$ cat config.mk
export PLATFORM = sky130hd
export DESIGN_NAME = eco32f_fetch_flat
export DESIGN_NICKNAME = d
export VERILOG_FILES = /design/src/rtl/eco32f_fetch_if.sv /design/src/rtl/eco32f_fetch.sv /design/src/flat_wrapper.sv
export SDC_FILE = /design/constraint.sdc
export NUM_CORES = 1
export LEC_CHECK = 0
export CAP_MARGIN = 0
export CORE_MARGIN = 2
export CORE_UTILIZATION = 40
export CTS_CLUSTER_DIAMETER = 60
export DETAILED_ROUTE_END_ITERATION = 6
export PLACE_DENSITY = 0.78
export SKIP_CTS_REPAIR_TIMING = 1
export SYNTH_ARGS = -nofsm -noshare
export SYNTH_HDL_FRONTEND = slang
export SYNTH_SLANG_ARGS = --single-unit
$ cat constraint.sdc
create_clock -name clk -period 3.4 [get_ports clk]
set_clock_uncertainty 0.15 [all_clocks]
set_input_delay 0.51 -clock clk [delete_from_list [all_inputs] [get_ports clk]]
set_output_delay 0.51 -clock clk [all_outputs]
set_load 0.01 [all_outputs]
$ cat src/rtl/eco32f_fetch_if.sv
// Instruction-bus bundle between eco32f_fetch (master) and the memory side (slave).
// Single outstanding word read: req/adr held until ack or err.
interface eco32f_fetch_if;
    logic        ibus_req_o;
    logic [31:0] ibus_adr_o;
    logic        ibus_ack_i;
    logic        ibus_err_i;
    logic [31:0] ibus_dat_i;

    modport master (
        output ibus_req_o,
        output ibus_adr_o,
        input  ibus_ack_i,
        input  ibus_err_i,
        input  ibus_dat_i
    );

    modport slave (
        input  ibus_req_o,
        input  ibus_adr_o,
        output ibus_ack_i,
        output ibus_err_i,
        output ibus_dat_i
    );
endinterface

$ cat src/rtl/eco32f_fetch.sv
// eco32f instruction fetch: PC owner, single-outstanding ibus reads, ITLB-translated launch.
// Optional ECO32F_FETCH_SKID_EN keeps a word acked under decode stall instead of refetching it.
module eco32f_fetch #(
    parameter logic [31:0] RESET_PC = 32'hE000_0000
) (
    input  logic                  clk,
    input  logic                  rst,
    eco32f_fetch_if.master        ibus,
    output logic [31:0]           if_vaddr,
    input  logic [31:0]           itlb_paddr,
    input  logic                  itlb_kmiss,
    input  logic                  itlb_umiss,
    input  logic                  itlb_invalid,
    input  logic                  itlb_priv,
    input  logic                  id_stall,
    input  logic                  exc_taken,
    input  logic [31:0]           exc_vector,
    input  logic                  br_taken,
    input  logic [31:0]           br_target,
    output logic [31:0]           id_pc,
    output logic [31:0]           id_insn,
    output logic                  id_valid,
    output logic                  id_exc_ibus_fault,
    output logic                  id_exc_itlb_kmiss,
    output logic                  id_exc_itlb_umiss,
    output logic                  id_exc_itlb_invalid,
    output logic                  id_exc_itlb_priv
);

    typedef enum logic [1:0] {IDLE, BUSY, DISCARD, HALT} state_t;

    typedef struct packed {
        logic        valid;
        logic [31:0] pc;
        logic [31:0] insn;
        logic        ibus_fault;
        logic        kmiss;
        logic        umiss;
        logic        invalid;
        logic        priv;
    } id_word_t;

    state_t      state_q, state_d;
    logic [31:0] pc_q, pc_d;
    logic        req_q, req_d;
    logic [31:0] adr_q, adr_d;
    id_word_t    id_q, id_d;

    logic        itlb_fault;
    logic        launch_ok;
    logic        bus_done;
    logic        redirect;
    logic [31:0] redirect_pc;
    logic        skid_busy;

`ifdef ECO32F_FETCH_SKID_EN
    logic        skid_valid_q, skid_valid_d;
    logic [31:0] skid_pc_q, skid_pc_d;
    logic [31:0] skid_dat_q, skid_dat_d;
    logic        skid_err_q, skid_err_d;
    assign skid_busy = skid_valid_q;
`else
    assign skid_busy = 1'b0;
`endif

    function automatic id_word_t make_word(input logic [31:0] pc, input logic [31:0] insn,
                                           input logic bus_fault);
        id_word_t w;
        w            = '0;
        w.valid      = 1'b1;
        w.pc         = pc;
        w.insn       = insn;
        w.ibus_fault = bus_fault;
        return w;
    endfunction

    // While BUSY the only possible launch is the back-to-back one, so translate the next word.
    assign if_vaddr    = (state_q == BUSY) ? pc_q + 32'd4 : pc_q;
    assign itlb_fault  = itlb_kmiss | itlb_umiss | itlb_invalid | itlb_priv;
    assign launch_ok   = !itlb_fault && !id_stall && !skid_busy;
    assign bus_done    = ibus.ibus_ack_i | ibus.ibus_err_i;
    assign redirect    = exc_taken | br_taken;
    assign redirect_pc = exc_taken ? exc_vector : br_target;

    always_comb begin
        // NOTE: every _d starts at its hold value so no branch below can leave one unassigned (no latches).
        state_d = state_q;
        pc_d    = pc_q;
        req_d   = req_q;
        adr_d   = adr_q;
        id_d    = id_q;
        if (!id_stall) id_d.valid = 1'b0;
`ifdef ECO32F_FETCH_SKID_EN
        skid_valid_d = skid_valid_q;
        skid_pc_d    = skid_pc_q;
        skid_dat_d   = skid_dat_q;
        skid_err_d   = skid_err_q;
`endif

        if (redirect) begin
            pc_d       = redirect_pc;
            id_d.valid = 1'b0;
`ifdef ECO32F_FETCH_SKID_EN
            skid_valid_d = 1'b0;
`endif
            case (state_q)
                BUSY, DISCARD: begin
                    if (bus_done) begin
                        req_d   = 1'b0;
                        state_d = IDLE;
                    end else begin
                        state_d = DISCARD;
                    end
                end
                default: begin
                    req_d   = 1'b0;
                    state_d = IDLE;
                end
            endcase
        end else begin
            unique case (state_q)
                IDLE: begin
                    if (skid_busy) begin
`ifdef ECO32F_FETCH_SKID_EN
                        if (!id_stall) begin
                            id_d         = make_word(skid_pc_q, skid_err_q ? 32'd0 : skid_dat_q,
                                                     skid_err_q);
                            skid_valid_d = 1'b0;
                            if (skid_err_q) state_d = HALT;
                        end
`endif
                    end else if (launch_ok) begin
                        req_d   = 1'b1;
                        adr_d   = {itlb_paddr[31:2], 2'b00};
                        state_d = BUSY;
                    end else if (itlb_fault && !id_stall) begin
                        id_d         = make_word(pc_q, 32'd0, 1'b0);
                        id_d.kmiss   = itlb_kmiss;
                        id_d.umiss   = !itlb_kmiss && itlb_umiss;
                        id_d.invalid = !itlb_kmiss && !itlb_umiss && itlb_invalid;
                        id_d.priv    = !itlb_kmiss && !itlb_umiss && !itlb_invalid && itlb_priv;
                        pc_d         = pc_q + 32'd4;
                        state_d      = HALT;
                    end
                end
                BUSY: begin
                    if (bus_done && !id_stall) begin
                        pc_d = pc_q + 32'd4;
                        if (ibus.ibus_err_i) begin
                            id_d    = make_word(pc_q, 32'd0, 1'b1);
                            req_d   = 1'b0;
                            state_d = HALT;
                        end else begin
                            id_d = make_word(pc_q, ibus.ibus_dat_i, 1'b0);
                            if (launch_ok) begin
                                adr_d = {itlb_paddr[31:2], 2'b00};
                            end else begin
                                req_d   = 1'b0;
                                state_d = IDLE;
                            end
                        end
                    end else if (bus_done) begin
                        // Decode is stalled: park the word in the skid, or drop it and refetch later.
                        req_d   = 1'b0;
                        state_d = IDLE;
`ifdef ECO32F_FETCH_SKID_EN
                        skid_valid_d = 1'b1;
                        skid_pc_d    = pc_q;
                        skid_dat_d   = ibus.ibus_dat_i;
                        skid_err_d   = ibus.ibus_err_i;
                        pc_d         = pc_q + 32'd4;
`endif
                    end
                end
                DISCARD: begin
                    if (bus_done) begin
                        req_d   = 1'b0;
                        state_d = IDLE;
                    end
                end
                HALT: begin
                end
            endcase
        end
    end

    // NOTE: state registers use non-blocking assignments so every flop samples pre-edge values.
    always_ff @(posedge clk) begin
        if (rst) begin
            state_q <= IDLE;
            pc_q    <= RESET_PC;
            req_q   <= 1'b0;
            adr_q   <= '0;
            id_q    <= '0;
        end else begin
            state_q <= state_d;
            pc_q    <= pc_d;
            req_q   <= req_d;
            adr_q   <= adr_d;
            id_q    <= id_d;
        end
    end

`ifdef ECO32F_FETCH_SKID_EN
    always_ff @(posedge clk) begin
        if (rst) skid_valid_q <= 1'b0;
        else     skid_valid_q <= skid_valid_d;
    end

    // NOTE: the skid payload is only read while skid_valid_q is set, so it carries no reset.
    always_ff @(posedge clk) begin
        skid_pc_q  <= skid_pc_d;
        skid_dat_q <= skid_dat_d;
        skid_err_q <= skid_err_d;
    end
`endif

    assign ibus.ibus_req_o   = req_q;
    assign ibus.ibus_adr_o   = adr_q;
    assign id_valid            = id_q.valid;
    assign id_pc               = id_q.pc;
    assign id_insn             = id_q.insn;
    assign id_exc_ibus_fault   = id_q.ibus_fault;
    assign id_exc_itlb_kmiss   = id_q.kmiss;
    assign id_exc_itlb_umiss   = id_q.umiss;
    assign id_exc_itlb_invalid = id_q.invalid;
    assign id_exc_itlb_priv    = id_q.priv;

endmodule

$ cat src/flat_wrapper.sv
// flat-port wrapper written by rule: the top's interface ports become plain ports
module eco32f_fetch_flat 
#(
    parameter logic [31:0] RESET_PC = 32'hE000_0000
)
  (clk, rst, if_vaddr, itlb_paddr, itlb_kmiss, itlb_umiss, itlb_invalid, itlb_priv, id_stall, exc_taken, exc_vector, br_taken, br_target, id_pc, id_insn, id_valid, id_exc_ibus_fault, id_exc_itlb_kmiss, id_exc_itlb_umiss, id_exc_itlb_invalid, id_exc_itlb_priv, ibus_ibus_req_o, ibus_ibus_adr_o, ibus_ibus_ack_i, ibus_ibus_err_i, ibus_ibus_dat_i);
  eco32f_fetch_if ibus_i ();
  input  logic clk;
  input  logic rst;
  output logic [31:0] if_vaddr;
  input  logic [31:0] itlb_paddr;
  input  logic itlb_kmiss;
  input  logic itlb_umiss;
  input  logic itlb_invalid;
  input  logic itlb_priv;
  input  logic id_stall;
  input  logic exc_taken;
  input  logic [31:0] exc_vector;
  input  logic br_taken;
  input  logic [31:0] br_target;
  output logic [31:0] id_pc;
  output logic [31:0] id_insn;
  output logic id_valid;
  output logic id_exc_ibus_fault;
  output logic id_exc_itlb_kmiss;
  output logic id_exc_itlb_umiss;
  output logic id_exc_itlb_invalid;
  output logic id_exc_itlb_priv;
  output wire logic [$bits(ibus_i.ibus_req_o)-1:0] ibus_ibus_req_o;
  output wire logic [$bits(ibus_i.ibus_adr_o)-1:0] ibus_ibus_adr_o;
  input wire logic [$bits(ibus_i.ibus_ack_i)-1:0] ibus_ibus_ack_i;
  input wire logic [$bits(ibus_i.ibus_err_i)-1:0] ibus_ibus_err_i;
  input wire logic [$bits(ibus_i.ibus_dat_i)-1:0] ibus_ibus_dat_i;
  assign ibus_ibus_req_o = ibus_i.ibus_req_o;
  assign ibus_ibus_adr_o = ibus_i.ibus_adr_o;
  assign ibus_i.ibus_ack_i = ibus_ibus_ack_i;
  assign ibus_i.ibus_err_i = ibus_ibus_err_i;
  assign ibus_i.ibus_dat_i = ibus_ibus_dat_i;
  eco32f_fetch #(.RESET_PC(RESET_PC)) u_core (.clk(clk), .rst(rst), .ibus(ibus_i), .if_vaddr(if_vaddr), .itlb_paddr(itlb_paddr), .itlb_kmiss(itlb_kmiss), .itlb_umiss(itlb_umiss), .itlb_invalid(itlb_invalid), .itlb_priv(itlb_priv), .id_stall(id_stall), .exc_taken(exc_taken), .exc_vector(exc_vector), .br_taken(br_taken), .br_target(br_target), .id_pc(id_pc), .id_insn(id_insn), .id_valid(id_valid), .id_exc_ibus_fault(id_exc_ibus_fault), .id_exc_itlb_kmiss(id_exc_itlb_kmiss), .id_exc_itlb_umiss(id_exc_itlb_umiss), .id_exc_itlb_invalid(id_exc_itlb_invalid), .id_exc_itlb_priv(id_exc_itlb_priv));
endmodule
==> results.json, run 1 <==
{
  "die_h_um": 133,
  "worstPathArrival_ns": 2.82,
  "worst_ep_required_time_ns": 2.74,
  "postSynthRegisterBits": 135,
  "final_max_slew_viol_count": 0,
  "hold_path.startpoint": "u_core.id_insn[11]",
  "flip_flop_and_latch_area_sq_um": 2710,
  "violations_in_the_final_reports": "setup timing",
  "drtPass1Iterations": 5,
  "synth_area_sq_um": 6690,
  "synth_flop_cell": "sky130_fd_sc_hd__dfxtp_1",
  "global_route_overflow": 0,
  "finalWeightedCongestion": 0.918,
  "timing_worst_setup_path_type": "flip-flop to output port",
  "synth_cell_types": 70,
  "die_w_um": 133,
  "timing_limited_maximum_frequency_mhz": 287,
  "number_of_enable_flip_flop_cells_after_synthesis": 0,
  "grt_start_max_net_pins": 57,
  "timing.hold.worst_endpoint": "u_core.id_insn[11]",
  "worstReg2RegEnd": "u_core.id_insn[23]",
  "grt_setup_unrepaired": "true",
  "drive_gt1_share_pct": 11.3,
  "nets": 1265,
  "post_layout_total_power_w": 0.00414,
  "p_leak_nw": 3.73,
  "worstRegToRegCells": 8,
  "dp_slack_ns": 0.176,
  "timing.final.crit_share_pct": 102,
  "first_global_vias": 7098,
  "yosysTopAreaCell": "sky130_fd_sc_hd__dfxtp_1",
  "layout.cells.most_common": "sky130_fd_sc_hd__clkdlybuf4s50_1",
  "finalHoldWorstSlack_ns": 0.298,
  "cts_max_level": 4,
  "dp_hpwl_mm": 16.1,
  "worstMarginPinSlew_ns": 1.20,
  "clock_insertion_delay_worst_skew_ns": 0.41,
  "max-cap-violations": 0,
  "first_pass_grt_wire_length_mm": 36.2,
  "critical_path_peak_fanout": 7,
  "worstHoldPathType": "flip-flop to flip-flop",
  "layout.cells.most_common_list": "sky130_fd_sc_hd__clkdlybuf4s50_1, sky130_fd_sc_hd__nand2_1, sky130_fd_sc_hd__dfxtp_1, sky130_fd_sc_hd__a21oi_1, sky130_fd_sc_hd__buf_4",
  "tritoncts": "yes",
  "power_density_nw_per_um2": 396,
  "yosys-top-cells-area": "sky130_fd_sc_hd__dfxtp_1, sky130_fd_sc_hd__nand2_1, sky130_fd_sc_hd__a21oi_1",
  "multi_input_logic_area_sq_um": 3680,
  "syn2layout_area_growth_pct": 56.2,
  "detail_route.wl_per_cell_um": 17.0,
  "nFillCells": 1456,
  "clockBufferDepth": 2,
  "drt-total-wl_mm": 23.0,
  "run_status": "finished with violations",
  "dp_cells": 1317,
  "initial_core_util_pct": 40.6,
  "clock-sinks": 135,
  "numCtsBuffers": 17,
  "final-hold-violation-count": 0,
  "vias_per_cell": 5.46,
  "fp.coreArea_sq_um": 16500,
  "fin_cells": 1355,
  "post_synth_arst_share_pct": 0,
  "ioPinCount": 274,
  "layout_setup_ws_ns": -0.0803,
  "slew_headroom_pct": 19.8,
  "synthDominantCellAreaShare_pct": 40.4,
  "dr.first_iter.drc_count": 611,
  "count_of_antenna_diodes_in_the_layout": 0,
  "rr_startpoint": "u_core.state_q[0]",
  "critPathCaptureType": "output port",
  "detail_route.drc_violations": 0,
  "numPortBuffers": 269,
  "synth-warning-count": 0,
  "clk_transition_reported_paths_ns": 0.06,
  "synth.yosys.seq_area_share_pct": 40.4,
  "antenna_left": 0,
  "post_synth_inst_count": 861,
  "start_kind": "flip-flop",
  "max-vdd-ir-drop_mv": 0.324,
  "number_of_setup_violations_in_the_final_report": 2,
  "initial_antenna_violation_count": 0,
  "min_path_cells": 2,
  "dieArea_sq_um": 17800,
  "clock_tree.root_cell": "sky130_fd_sc_hd__clkbuf_16",
  "core.rowCount": 47,
  "synthesis.area_per_instance_sq_um": 7.77,
  "route.vias.total": 7405,
  "grt.total_usage_pct": 25.4,
  "rrSetupSlack_ns": 0.50,
  "finalWorstPathRequiredPeriod_ns": 3.48
}
==> metrics by stage <==
step / setup TNS (ns) / area [sq um] / utilization [%]
floorplan: 0 / 6690 / -
global placement: 0 / 9670 / 58.7
detailed placement: 0 / 9670 / 58.7
CTS: -2.46 / 10200 / 62.2
global route: -0.386 / 10400 / 63.4
finish: -0.0866 / 10400 / 63.4
==> metal layers <==
| layer | vias to the layer above | global-route usage (%) | part of all wire [%] |
|---|---|---|---|
| met5 | - | 0 | 0 |
| met3 | 60 | 6.81 | 8.2 |
| met1 | 3451 | 30.9 | 41 |
| li1 | 3556 | - | - |
| met4 | 0 | 10.4 | 2.7 |
| met2 | 338 | 42.8 | 48 |
==> flip-flops by register name, summed over array words and instances (netlist names) <==
signal and flops:
u_core.pc_q 32, u_core.id_exc_itlb_invalid 1, u_core.id_exc_ibus_fault 1, u_core.id_exc_itlb_kmiss 1, u_core.id_valid 1, u_core.state_q 2
u_core.id_pc 32, u_core.ibus.ibus_req_o 1, u_core.id_exc_itlb_umiss 1, u_core.ibus.ibus_adr_o 30, u_core.id_exc_itlb_priv 1, u_core.id_insn 32
==> synth_stat cells, types with 10 or more instances <==
cell	number
sky130_fd_sc_hd__o22ai_1	16
sky130_fd_sc_hd__dfxtp_1	135
sky130_fd_sc_hd__nand3_1	52
sky130_fd_sc_hd__a22oi_1	10
sky130_fd_sc_hd__a21oi_1	115
sky130_fd_sc_hd__xnor2_1	27
sky130_fd_sc_hd__xor2_1	12
sky130_fd_sc_hd__nand4_1	12
sky130_fd_sc_hd__nor2_1	34
sky130_fd_sc_hd__clkbuf_1	56
sky130_fd_sc_hd__a211oi_1	12
sky130_fd_sc_hd__nor4_1	14
sky130_fd_sc_hd__nor3_1	26
sky130_fd_sc_hd__nand2_1	194
==> cell type report <==
cell class / instances / area share [%]
timing repair buffer: 325 / 30.2
clock inverter: 12 / 1.23
tap: 220 / 2.64
multi-input combinational: 633 / 35.3
sequential: 135 / 25.9
clock buffer: 20 / 4.28
inverter: 10 / 0.395
==> power by group <==
group | internal, W | switching, W | leakage [nW] | total [W]
registers | 0.00163 | 0.0000488 | 1.10 | 0.00168
logic | 0.000348 | 0.000313 | 2.36 | 0.000661
clock network | 0.00110 | 0.000704 | 0.276 | 0.00180
==> worst max path at each step <==
stage               slack, ns            start            to  cells after the start
finish                  -0.08  u_core.pc_q[12]  if_vaddr[29]                      7
global route            -0.21  u_core.pc_q[12]  if_vaddr[29]                      7
CTS                     -0.29   u_core.pc_q[2]  if_vaddr[30]                      7
detailed placement       0.18   u_core.pc_q[5]  if_vaddr[23]                      6
global placement         0.18   u_core.pc_q[5]  if_vaddr[23]                      6
floorplan                0.61   u_core.pc_q[3]  if_vaddr[24]                      6
==> kinds of logic (layout without fill, tap and decap cells) <==
| group | after synthesis | count (layout) | synth area share [%] |
|---|---|---|---|
| and+or+nand+nor | 371 | 371 | 25.8 |
| other | 1 | 2 | 0.0561 |
| buffers and inverters | 94 | 367 | 7.13 |
| xor gates and xnor gates | 39 | 39 | 5.11 |
| AOI/OAI and AO/OA | 207 | 207 | 19.2 |
| muxes | 10 | 10 | 1.52 |
| adders and majority gates | 4 | 4 | 0.749 |
| DFF | 135 | 135 | 40.4 |
==> worst max-delay path, stage by stage, from the launching register on <==
cell	delay (ns)
sky130_fd_sc_hd__dfxtp_1	0.34
sky130_fd_sc_hd__nand4_2	0.18
sky130_fd_sc_hd__or4_4	0.60
sky130_fd_sc_hd__buf_4	0.19
sky130_fd_sc_hd__nor4_4	0.27
sky130_fd_sc_hd__nand2_1	0.11
sky130_fd_sc_hd__xnor2_1	0.15
sky130_fd_sc_hd__clkdlybuf4s50_1	0.57
Note: power is estimated with default switching activity, not from simulation.
==> run 2, diff against run 1 <==
- CORE_MARGIN: 2 -> default
==> results.json, run 2 (same netlist as run 1, synthesis figures left out) <==
{
  "detail_route.drc_violations": 0,
  "global_route_overflow": 0,
  "worstPathCellList": "ha_1 -> nand4_2 -> buf_4 -> nor4_2 -> nand2_1 -> xnor2_1 -> clkdlybuf4s50_1",
  "worstRegToRegCells": 9,
  "timing.final.crit_share_pct": 98.2,
  "final-hold-violation-count": 0,
  "clock-sinks": 135,
  "syn2layout_area_growth_pct": 56.9,
  "max-cap-violations": 0,
  "run_status": "finished clean",
  "grt_setup_unrepaired": "true",
  "critPathCaptureType": "output port",
  "ioPinCount": 274,
  "clk_transition_reported_paths_ns": 0.06,
  "worstPathArrival_ns": 2.68,
  "worstReg2RegEnd": "u_core.id_pc[9]",
  "layout.cells.most_common_list": "sky130_fd_sc_hd__clkdlybuf4s50_1, sky130_fd_sc_hd__nand2_1, sky130_fd_sc_hd__dfxtp_1, sky130_fd_sc_hd__a21oi_1, sky130_fd_sc_hd__nand3_1",
  "first_global_vias": 6932,
  "initial_core_util_pct": 41.5,
  "worstHoldPathType": "flip-flop to flip-flop",
  "route.vias.total": 7334,
  "start_kind": "flip-flop",
  "die_w_um": 131,
  "drive_gt1_share_pct": 11.4,
  "vias_per_cell": 5.44,
  "critical_path_peak_fanout": 5,
  "hold_path.startpoint": "u_core.id_insn[20]",
  "detail_route.wl_per_cell_um": 16.9,
  "min_path_cells": 2,
  "power.switching_fraction_pct": 26.5,
  "layout_setup_ws_ns": 0.0598,
  "number_of_setup_violations_in_the_final_report": 0,
  "count_of_antenna_diodes_in_the_layout": 0,
  "tritoncts": "yes",
  "drtPass1Iterations": 5,
  "dieArea_sq_um": 17200,
  "clock_tree.root_cell": "sky130_fd_sc_hd__clkbuf_16",
  "numPortBuffers": 269,
  "worstMarginPinSlew_ns": 0.970,
  "cts_max_level": 4,
  "initial_antenna_violation_count": 0,
  "cell_internal_pwr_w": 0.00309,
  "final_max_slew_viol_count": 0,
  "gate_power_share_pct": 15.6,
  "p_leak_nw": 3.81,
  "first_pass_grt_wire_length_mm": 35.8,
  "timing.critical_path.slowest_stage_cell": "sky130_fd_sc_hd__clkdlybuf4s50_1",
  "finalWeightedCongestion": 0.852,
  "pwr-share-clk_pct": 44.5,
  "worstSetupStartpoint": "u_core.pc_q[2]",
  "rr_startpoint": "u_core.state_q[1]",
  "clock_insertion_delay_worst_skew_ns": 0.41,
  "nets": 1262,
  "dr.first_iter.drc_count": 558,
  "timing_limited_maximum_frequency_mhz": 299,
  "core.rowCount": 46,
  "antenna_left": 0,
  "drt-total-wl_mm": 22.8,
  "grt_start_max_net_pins": 78,
  "power_density_nw_per_um2": 401,
  "grt.total_usage_pct": 25.7,
  "dp_slack_ns": 0.125,
  "final_core_util_pct": 65.1,
  "slowest_delay_ns": 0.58,
  "clockBufferDepth": 2,
  "rrSetupSlack_ns": 0.51,
  "layout.cells.most_common": "sky130_fd_sc_hd__clkdlybuf4s50_1",
  "power.net_switching_w": 0.00112,
  "die_h_um": 131,
  "max-vdd-ir-drop_mv": 0.329,
  "worst_ep_required_time_ns": 2.74,
  "timing_worst_setup_path_type": "flip-flop to output port",
  "fp.coreArea_sq_um": 16100,
  "nFillCells": 1378,
  "numCtsBuffers": 17,
  "finalWorstPathRequiredPeriod_ns": 3.34,
  "timing.hold.worst_endpoint": "u_core.id_insn[20]",
  "dp_hpwl_mm": 15.6,
  "slew_headroom_pct": 35.2,
  "p_seq_share_pct": 39.9
}
==> run 2: cell count changes in the layout (fill, tap and decap cells not counted), sizes merged <==
cell / change
clkdlybuf4s50: -5
buf: -3
clkinvlp: -1
clkbuf: -2
inv: +5
clkinv: -2
dlymetal6s2s: +5
==> run 2: layer usage <==
layer | GRT usage (%) | vias up | wire, um
met1 | 31.7 | 3414 | 9620
met4 | 7.95 | 0 | 441
li1 | - | 3549 | -
met5 | 0 | - | 0
met3 | 7.14 | 33 | 1860
met2 | 43.1 | 338 | 10800
==> run 2: cell type report <==
class	count	area, sq um	area share (%)
clock buffers	18	439	4.19
clock inverters	14	163	1.55
inverters	10	41.3	0.394
multi-input cells	633	3700	35.3
flip-flops and latches	135	2710	25.8
well taps	216	270	2.58
repair buffers	322	3170	30.2
==> run 2: critical path: cells and delay by family (launching register included) <==
family | cells | cell delay [ns]
buffers and inverters | 2 | 0.77
DFF | 1 | 0.35
xor gates and xnor gates | 1 | 0.23
and+or+nand+nor | 3 | 0.69
adders and majority gates | 1 | 0.22
==> run 2: worst max path at each step <==
stage	end
2_1_floorplan	if_vaddr[24]
3_3_place_gp	if_vaddr[23]
3_5_place_dp	if_vaddr[23]
4_1_cts	if_vaddr[23]
5_1_grt	if_vaddr[31]
6_report	if_vaddr[16]
==> run 2: power groups by stage <==
stage	Combinational [W]	Sequential, W	Clock (W)
floorplan	0.000314	0.00169	0
global placement	0.000640	0.00171	0
detailed placement	0.000645	0.00171	0
CTS	0.000650	0.00167	0.00191
global route	0.000701	0.00168	0.00198
finish	0.000655	0.00168	0.00187
==> run 2: through the flow <==
| stage | instance area, sq um | power, W | instances | hold slack (ns) | TNS (ns) |
|---|---|---|---|---|---|
| after CTS | 10200 | 0.00423 | 1340 | 0.300 | -2.72 |
| after global placement | 9640 | 0.00234 | 1308 | 0.287 | 0 |
| after floorplan | 6690 | 0.00201 | 862 | 0.295 | 0 |
| after detailed placement | 9640 | 0.00235 | 1308 | 0.292 | 0 |
| after global routing | 10500 | 0.00436 | 1348 | 0.316 | -0.0870 |
| final | 10500 | 0.00420 | 1348 | 0.300 | 0 |
==> run 3, diff against run 2 <==
- CAP_MARGIN: 0 -> default
- CORE_UTILIZATION: 40 -> 44
- PLACE_DENSITY: 0.78 -> 0.85
- SETUP_SLACK_MARGIN: default -> 0.05
==> results.json, run 3 (same netlist as run 1, synthesis figures left out) <==
{
  "run_status": "finished with violations",
  "violations_in_the_final_reports": "DRC",
  "clk_transition_reported_paths_ns": 0.06,
  "detail_route.wl_per_cell_um": 17.5,
  "number_of_setup_violations_in_the_final_report": 0,
  "dr.first_iter.drc_count": 601,
  "multi_input_logic_area_sq_um": 3680,
  "met3RoutedLength_mm": 2.13,
  "met2_length_mm": 11.3,
  "finalWorstPathRequiredPeriod_ns": 3.39,
  "hold_path.startpoint": "u_core.id_insn[10]",
  "timing_limited_maximum_frequency_mhz": 295,
  "finalWeightedCongestion": 0.892,
  "die_w_um": 125,
  "final_instance_area_sq_um": 10300,
  "final-hold-violation-count": 0,
  "syn2layout_area_growth_pct": 54.3,
  "final_max_slew_viol_count": 0,
  "p_leak_nw": 3.73,
  "core.rowCount": 44,
  "cts_max_level": 4,
  "flip_flop_and_latch_area_sq_um": 2700,
  "critPathCaptureType": "output port",
  "clock_insertion_delay_worst_skew_ns": 0.42,
  "critical_path_peak_fanout": 11,
  "route.vias.total": 7491,
  "first_pass_grt_wire_length_mm": 35.8,
  "top_layer": "met4",
  "post_layout_total_power_w": 0.00405,
  "layout.cells.most_common_list": "sky130_fd_sc_hd__clkdlybuf4s50_1, sky130_fd_sc_hd__nand2_1, sky130_fd_sc_hd__dfxtp_1, sky130_fd_sc_hd__a21oi_1",
  "numCtsBuffers": 17,
  "nFillCells": 1148,
  "max-cap-violations": 0,
  "wl_met1_mm": 8.89,
  "grt.total_usage_pct": 28.7,
  "count_of_antenna_diodes_in_the_layout": 0,
  "worstHoldPathType": "flip-flop to flip-flop",
  "max-vdd-ir-drop_mv": 0.344,
  "worstSetupStartpoint": "u_core.pc_q[12]",
  "tritoncts": "yes",
  "global_route_overflow": 0,
  "worstMarginPinSlew_ns": 0.917,
  "clockBufferDepth": 2,
  "placedInstanceArea_sq_um": 9560,
  "initial_antenna_violation_count": 0,
  "detail_route.drc_violations": 15,
  "vias_per_cell": 5.71,
  "worstPathArrival_ns": 2.73,
  "dp_hpwl_mm": 15.4,
  "rr_startpoint": "u_core.state_q[1]",
  "layout.cells.most_common": "sky130_fd_sc_hd__clkdlybuf4s50_1",
  "rrSetupSlack_ns": 0.55,
  "clock-sinks": 135,
  "start_kind": "flip-flop",
  "antenna_left": 0,
  "timing_worst_setup_path_type": "flip-flop to output port",
  "numPortBuffers": 269,
  "nets": 1260,
  "timing.final.crit_share_pct": 99.7,
  "drt-total-wl_mm": 23.0,
  "ioPinCount": 274,
  "die_h_um": 125,
  "dieArea_sq_um": 15700,
  "power_density_nw_per_um2": 392,
  "grt_setup_unrepaired": "true",
  "dp_slack_ns": 0.203,
  "worst_ep_required_time_ns": 2.74,
  "drtPass1Iterations": 7,
  "slew_headroom_pct": 38.9,
  "initial_core_util_pct": 45.5,
  "grt_start_max_net_pins": 83,
  "drive_gt1_share_pct": 10.6,
  "layout_setup_ws_ns": 0.00992,
  "first_global_vias": 7167,
  "fp.coreArea_sq_um": 14700,
  "clock_tree.root_cell": "sky130_fd_sc_hd__clkbuf_16"
}
[run 3: metrics by stage]
step                hold WS [ns]  instances  setup TNS (ns)  utilization [%]
floorplan                  0.295        862               0                -
global placement           0.287       1274               0             65.0
detailed placement         0.292       1274               0             65.0
CTS                        0.300       1304           -1.99             68.7
global route               0.318       1312          -0.112             70.2
finish                     0.297       1312               0             70.2
[run 3: final timing paths]
kind	endpoint	cells past startpoint
worst max-delay path	if_vaddr[21]	6
worst min-delay path	u_core.id_insn[10]	2
worst max register to register	u_core.pc_q[28]	8
worst min register to register	u_core.id_insn[10]	2
[run 3: power by group]
part,internal [W],switching [W]
clock network,0.00105,0.000674
registers,0.00163,0.0000489
logic,0.000340,0.000312
[run 3: metal layers]
metal | up-vias | track usage, %
met5 | - | 0
met4 | 0 | 10.1
met3 | 58 | 8.94
met2 | 376 | 50.0
met1 | 3520 | 33.3
li1 | 3537 | -
[run 3: layout make-up]
class	instances	area share, %
clock buffer	21	4.56
clock inverter	9	0.752
inverter	10	0.400
multi-input combinational	633	35.6
sequential	135	26.2
tap	184	2.23
timing repair buffer	320	30.2
[run 3: worst max-delay path: stages, from the launching register on]
cell and delay, ns:
sky130_fd_sc_hd__dfxtp_1 0.34, sky130_fd_sc_hd__nand4_2 0.20, sky130_fd_sc_hd__or4_4 0.62, sky130_fd_sc_hd__nor3_2 0.29, sky130_fd_sc_hd__nand2_1 0.10, sky130_fd_sc_hd__xnor2_1 0.18
sky130_fd_sc_hd__clkdlybuf4s50_1 0.56
